===== src/rtl/dcache_responder.sv =====
// Direct-mapped write-back data cache with 2-word blocks. It answers datapath
// load/store/LL/SC requests and flushes dirty blocks to memory on halt.
module dcache_responder #(
   parameter int SETS = 16
) (
   input  logic        CLK,
   input  logic        nRST,
   input  logic        dmemREN,
   input  logic        dmemWEN,
   input  logic [31:0] dmemaddr,
   input  logic [31:0] dmemstore,
   input  logic        datomic,
   input  logic        halt,
   output logic        dhit,
   output logic [31:0] dmemload,
   output logic        flushed,
   output logic        dREN,
   output logic        dWEN,
   output logic [31:0] daddr,
   output logic [31:0] dstore,
   input  logic        dwait,
   input  logic [31:0] dload
);
   localparam int IDX_W = $clog2(SETS);
   localparam int TAG_W = 32 - IDX_W - 3;
   localparam logic [IDX_W-1:0] LAST_IDX = {IDX_W{1'b1}};

   typedef enum logic [3:0] {
      IDLE, WB0, WB1, FETCH0, FETCH1, FLUSH, FLUSH_WB0, FLUSH_WB1, DONE
   } state_t;

   state_t           state_q, state_d;
   logic [IDX_W-1:0] flush_idx_q, flush_idx_d;
   logic             link_valid_q, link_valid_d;
   logic [29:0]      link_addr_q, link_addr_d;
   logic [SETS-1:0]  valid_q, valid_d;
   logic [SETS-1:0]  dirty_q, dirty_d;

   logic [TAG_W-1:0] tag_mem   [SETS];
   logic [31:0]      word0_mem [SETS];
   logic [31:0]      word1_mem [SETS];

   logic [IDX_W-1:0] req_idx, mem_idx;
   logic [TAG_W-1:0] req_tag, mem_tag;
   logic             req_word, hit, link_match;
   logic             word0_we, word1_we, tag_we;
   logic [31:0]      word0_wdata, word1_wdata;
   logic             unused_addr_bits;

   assign req_word   = dmemaddr[2];
   assign req_idx    = dmemaddr[IDX_W+2:3];
   assign req_tag    = dmemaddr[31:IDX_W+3];
   assign hit        = valid_q[req_idx] && (tag_mem[req_idx] == req_tag);
   assign link_match = link_valid_q && (link_addr_q == dmemaddr[31:2]);
   // Write-back of a victim uses the request index; the flush walk uses its own.
   assign mem_idx    = (state_q == FLUSH_WB0 || state_q == FLUSH_WB1) ? flush_idx_q : req_idx;
   assign mem_tag    = tag_mem[mem_idx];
   assign unused_addr_bits = &{1'b0, dmemaddr[1:0]};

   always_comb begin
      state_d      = state_q;
      flush_idx_d  = flush_idx_q;
      link_valid_d = link_valid_q;
      link_addr_d  = link_addr_q;
      valid_d      = valid_q;
      dirty_d      = dirty_q;
      word0_we     = 1'b0;
      word1_we     = 1'b0;
      tag_we       = 1'b0;
      word0_wdata  = dmemstore;
      word1_wdata  = dmemstore;
      dhit         = 1'b0;
      dmemload     = '0;
      flushed      = 1'b0;
      dREN         = 1'b0;
      dWEN         = 1'b0;
      daddr        = '0;
      dstore       = '0;

      case (state_q)
         IDLE: begin
            if (halt) begin
               state_d     = FLUSH;
               flush_idx_d = '0;
            end else if (dmemWEN && datomic && !link_match) begin
               dhit = 1'b1;   // failed SC completes at once and touches nothing
            end else if (dmemREN || dmemWEN) begin
               if (hit) begin
                  dhit = 1'b1;
                  if (dmemWEN) begin
                     word0_we          = !req_word;
                     word1_we          = req_word;
                     dirty_d[req_idx]  = 1'b1;
                     dmemload          = {31'd0, datomic};
                     if (link_match)
                        link_valid_d = 1'b0;
                  end else begin
                     dmemload = req_word ? word1_mem[req_idx] : word0_mem[req_idx];
                     if (datomic) begin
                        link_valid_d = 1'b1;
                        link_addr_d  = dmemaddr[31:2];
                     end
                  end
               end else if (valid_q[req_idx] && dirty_q[req_idx]) begin
                  state_d = WB0;
               end else begin
                  state_d = FETCH0;
               end
            end
         end
         WB0, FLUSH_WB0: begin
            dWEN   = 1'b1;
            daddr  = {mem_tag, mem_idx, 3'b000};
            dstore = word0_mem[mem_idx];
            if (!dwait)
               state_d = (state_q == WB0) ? WB1 : FLUSH_WB1;
         end
         WB1, FLUSH_WB1: begin
            dWEN   = 1'b1;
            daddr  = {mem_tag, mem_idx, 3'b100};
            dstore = word1_mem[mem_idx];
            if (!dwait) begin
               if (state_q == WB1) begin
                  state_d = FETCH0;
               end else begin
                  dirty_d[flush_idx_q] = 1'b0;
                  if (flush_idx_q == LAST_IDX) begin
                     state_d = DONE;
                  end else begin
                     flush_idx_d = flush_idx_q + IDX_W'(1);
                     state_d     = FLUSH;
                  end
               end
            end
         end
         FETCH0: begin
            dREN  = 1'b1;
            daddr = {req_tag, req_idx, 3'b000};
            if (!dwait) begin
               word0_we         = 1'b1;
               word0_wdata      = dload;
               valid_d[req_idx] = 1'b0;   // block is half-overwritten until FETCH1 lands
               state_d          = FETCH1;
            end
         end
         FETCH1: begin
            dREN  = 1'b1;
            daddr = {req_tag, req_idx, 3'b100};
            if (!dwait) begin
               word1_we         = 1'b1;
               word1_wdata      = dload;
               tag_we           = 1'b1;
               valid_d[req_idx] = 1'b1;
               dirty_d[req_idx] = 1'b0;
               state_d          = IDLE;
            end
         end
         FLUSH: begin
            if (valid_q[flush_idx_q] && dirty_q[flush_idx_q]) begin
               state_d = FLUSH_WB0;
            end else if (flush_idx_q == LAST_IDX) begin
               state_d = DONE;
            end else begin
               flush_idx_d = flush_idx_q + IDX_W'(1);
            end
         end
         DONE: begin
            flushed = 1'b1;
         end
         default: begin
            state_d = IDLE;
         end
      endcase
   end

   always_ff @(posedge CLK or negedge nRST) begin
      if (!nRST) begin
         state_q      <= IDLE;
         flush_idx_q  <= '0;
         link_valid_q <= 1'b0;
         link_addr_q  <= '0;
         valid_q      <= '0;
         dirty_q      <= '0;
      end else begin
         state_q      <= state_d;
         flush_idx_q  <= flush_idx_d;
         link_valid_q <= link_valid_d;
         link_addr_q  <= link_addr_d;
         valid_q      <= valid_d;
         dirty_q      <= dirty_d;
      end
   end

   always_ff @(posedge CLK) begin
      if (word0_we)
         word0_mem[req_idx] <= word0_wdata;
      if (word1_we)
         word1_mem[req_idx] <= word1_wdata;
      if (tag_we)
         tag_mem[req_idx] <= req_tag;
   end
endmodule


===== config.mk =====
export PLATFORM = sky130hd
export DESIGN_NAME = dcache_responder
export DESIGN_NICKNAME = d
export VERILOG_FILES = /design/src/rtl/dcache_responder.sv
export SDC_FILE = /design/constraint.sdc
export NUM_CORES = 2
export LEC_CHECK = 0
export CAP_MARGIN = 25
export CORE_ASPECT_RATIO = 0.9
export CORE_MARGIN = 3
export CORE_UTILIZATION = 45
export DETAILED_ROUTE_END_ITERATION = 7
export PLACE_DENSITY = 0.7
export SETUP_SLACK_MARGIN = 0.3
export SYNTH_ARGS = -nofsm -noshare
export SYNTH_HDL_FRONTEND = slang
export SYNTH_SLANG_ARGS = --single-unit

===== constraint.sdc =====
create_clock -name CLK -period 5.2 [get_ports CLK]
set_input_delay 0.52 -clock CLK [delete_from_list [all_inputs] [get_ports CLK]]
set_output_delay 0.52 -clock CLK [all_outputs]
set_load 0.02 [all_outputs]

==> run metrics <==
outcome=finished, violations left; failing checks=design-rule violations; Total Routed Length=215.0 mm; Worst R2R Setup Slack=1.29 ns; CP Data Arrival Time=4.39 ns; Worst Setup SP=state_q[2]; xor/xnor cell area share of the yosys netlist=0.6817%; Slowest cell on crit path=clkdlybuf4s50_1; Routability Congestion=0.9045; commonest cells in the netlist=1424 x edfxtp_1, 732 x mux4_2, 576 x nand2_1; Logic pwr share=27.0%; Main synth FF type=edfxtp_1; adder-cell share of the synthesized area=0.06956%; DR vias=44470; Period minus WS final=4.910 ns; pin count of the biggest net entering global routing=107; CP Launch Type=register; required time worst endpoint=4.68 ns; ranking of synthesized cells by area=edfxtp_1 59%, mux4_2 23%, nand2_1 3.0%; Via density=6.665; CP delay by family, top=buffers and inverters; Final nets=4554; Synth cell types=77; Hold Vio Cnt, Final=0; Setup WS post-layout=0.2898 ns; Num CTS Buffers=155; EDFF count, synth=1424; Post-DRT Antenna Nets=0; Slew Viols, Final=0; grt ovf=0; mux cell area share after synthesis=26.45%; sequential share of power=40.7%; Filler Cell Count=12190; FFs w/ async S/R, synth=4.749%; max_cap viols=0; clock power share=32.3%; Die Span X=427.5 µm; post-synth top area share=59.43%; gr usage total=26.10%; CTS root buf=clkbuf_16; Tcrit/Tclk final=94.43%; sw frac=30.33%; first-pass GRT wire length=311.3 mm; Syn Area/Cell=17.22 µm²; sequential fraction of the synthesis area=61.90%; die footprint=164700 µm²; Sw Pwr=10.32 mW; area leader, netlist=edfxtp_1; Ports=203; Critical Path End=dstore[17]; Final Skew=0.03566 ns; post-synthesis compound-gate area fraction=3.911%; Final Total Pwr=34.02 mW; Routed WL per cell=32.22 µm; layout cell share with drive strength beyond 1=30.02%; DRC Markers=2; hold crit path type=input port to async pin; Post-DP HPWL=130.0 mm; Power Dens Cells=406.6 nW/µm²; Internal Power=23.70 mW; crit path buf inv count=4; Static Leak=27.68 nW; Crit Path Class=register to output port; CTS tree=done; worst slack, placed=-0.4415 ns; clk sinks=1495; CP max FO=33; R2R depth=12; Area Growth Syn to Fin=16.29%; drt pass-1 iters=8; mapped cell area=71950 µm²; Max Freq=203.7 MHz; largest family of logic cells by synthesized area=multiplexers; vias in the first global route=43860; clock transition at the registers of the reported paths=0.06 ns; FF-to-FF Start=tag_mem[11][8]; core footprint=158000 µm²; First DRT Iteration DRCs=6528; CP Depth=13; worst skew pair latency=0.80 ns; H-Tree Depth=4; initial antenna violation count=4; peak supply drop=0.3977 mV; critical path endpoint category=output port; FP Rows=138; final hold slack=0.1958 ns; Synth Register Bits=1495; maximum clock insertion buffer count=3; port bufs=198; RSZ-0062 raised after global routing=yes; Rel. slew slack=28.24%; initial core utilization=45.54%; Die Height=385.3 µm; CP Cell Sequence=nand2_1 -> or2_4 -> nand2_1 -> o21a_4 -> buf_12 -> buf_16 -> mux4_2 -> nand2_1 -> a21oi_1 -> a21oi_1 -> o22ai_1 -> buf_4 -> clkdlybuf4s50_1; Synth Area in Simple Gates=4.869%; Ys Warns=0; Most common cell on crit path=nand2_1; Tightest Pin Transition=1.076 ns; final design utilization=52.96%; most common cell in the synthesized netlist=edfxtp_1; r2r endpoint=word0_mem[9][18]; synthesized instance count=4178; max incr delay on CP=0.54 ns; # setup viols final=0
per-layer routing:
metal	vias to the layer above	track usage (%)	routed length, µm
li1	17670	-	-
met1	23020	36.65	81590
met2	3355	40.08	100600
met3	426	6.446	25560
met4	4	8.936	7185
met5	-	0	30
what timing repair did:
item / CTS / global route
hold buffers: 1 / 0
setup endpoints to repair: 90 / 71
endpoints found under the hold margin: 71 / 0
cloned: 2 / 0
buffers inserted: 2 / 0
gates resized for setup: 68 / 20
state kept, by name, indices dropped and copies added (netlist names), named ones only:
register,count
word0_mem,512
link_addr_q,30
tag_mem,400
word1_mem,512
dirty_q,16
flush_idx_q,4
link_valid_q,1
state_q,4
cells by family after synthesis:
logic type / after synthesis
flip-flops: 1495
multiplexers: 972
AND/OR/NAND/NOR: 830
AO/OA/AOI/OAI: 473
buffers and inverters: 347
XOR/XNOR: 56
adder cells (fa/ha/maj): 4
other: 1
cell usage in the layout (no fill, tap or decap), types with 30 or more instances in the layout:
| master | instances |
|---|---|
| a21oi_1 | 171 |
| buf_12 | 79 |
| buf_4 | 147 |
| clkbuf_1 | 35 |
| clkbuf_16 | 155 |
| clkdlybuf4s50_1 | 155 |
| clkinv_1 | 32 |
| dfrtp_1 | 70 |
| dlygate4sd2_1 | 32 |
| edfxtp_1 | 1424 |
| mux2_2 | 82 |
| mux2i_1 | 126 |
| mux4_2 | 732 |
| nand2_1 | 574 |
| nand3_1 | 34 |
| nor2_1 | 71 |
| nor2b_4 | 32 |
| o21ai_0 | 91 |
| o22ai_1 | 61 |
| xor2_1 | 30 |
final cells by class:
type / count / area, µm² / area share (%)
Timing Repair Buffer: 437 / 4971 / 5.941
Multi-Input combinational cell: 2337 / 26460 / 31.62
Tap cell: 2100 / 2628 / 3.140
Clock inverter: 85 / 903.4 / 1.080
Sequential cell: 1495 / 44540 / 53.23
Clock buffer: 195 / 4079 / 4.875
Inverter: 21 / 83.83 / 0.1002
Antenna cell: 2 / 5.005 / 0.005982
through the flow:
step | TNS (ns) | cells | cell area [µm²]
after detailed placement | -2.216 | 6384 | 78370
after CTS | 0 | 6669 | 83560
after floorplan | 0 | 4179 | 72000
final | 0 | 6672 | 83670
after global routing | 0 | 6671 | 83660
after global placement | -0.4424 | 6384 | 78370
how the worst min path moves through the flow:
stage,to,slack (ns)
after floorplan,async pin,0.22
after CTS,link_addr_q[4],0.23
after global routing,link_addr_q[20],0.17
after detailed placement,link_addr_q[18],0.49
after global placement,link_addr_q[7],0.49
final,link_addr_q[20],0.20
power groups by stage:
stage	Clock (mW)	Combinational (mW)	Sequential, mW
4_1_cts	11.1	9.14	13.8
6_report	11.0	9.20	13.8
3_3_place_gp	0	8.91	14.1
2_1_floorplan	0	5.51	14.0
5_1_grt	11.6	9.68	13.9
3_5_place_dp	0	8.97	14.1
No activity file was read; power rests on OpenSTA's default activity.
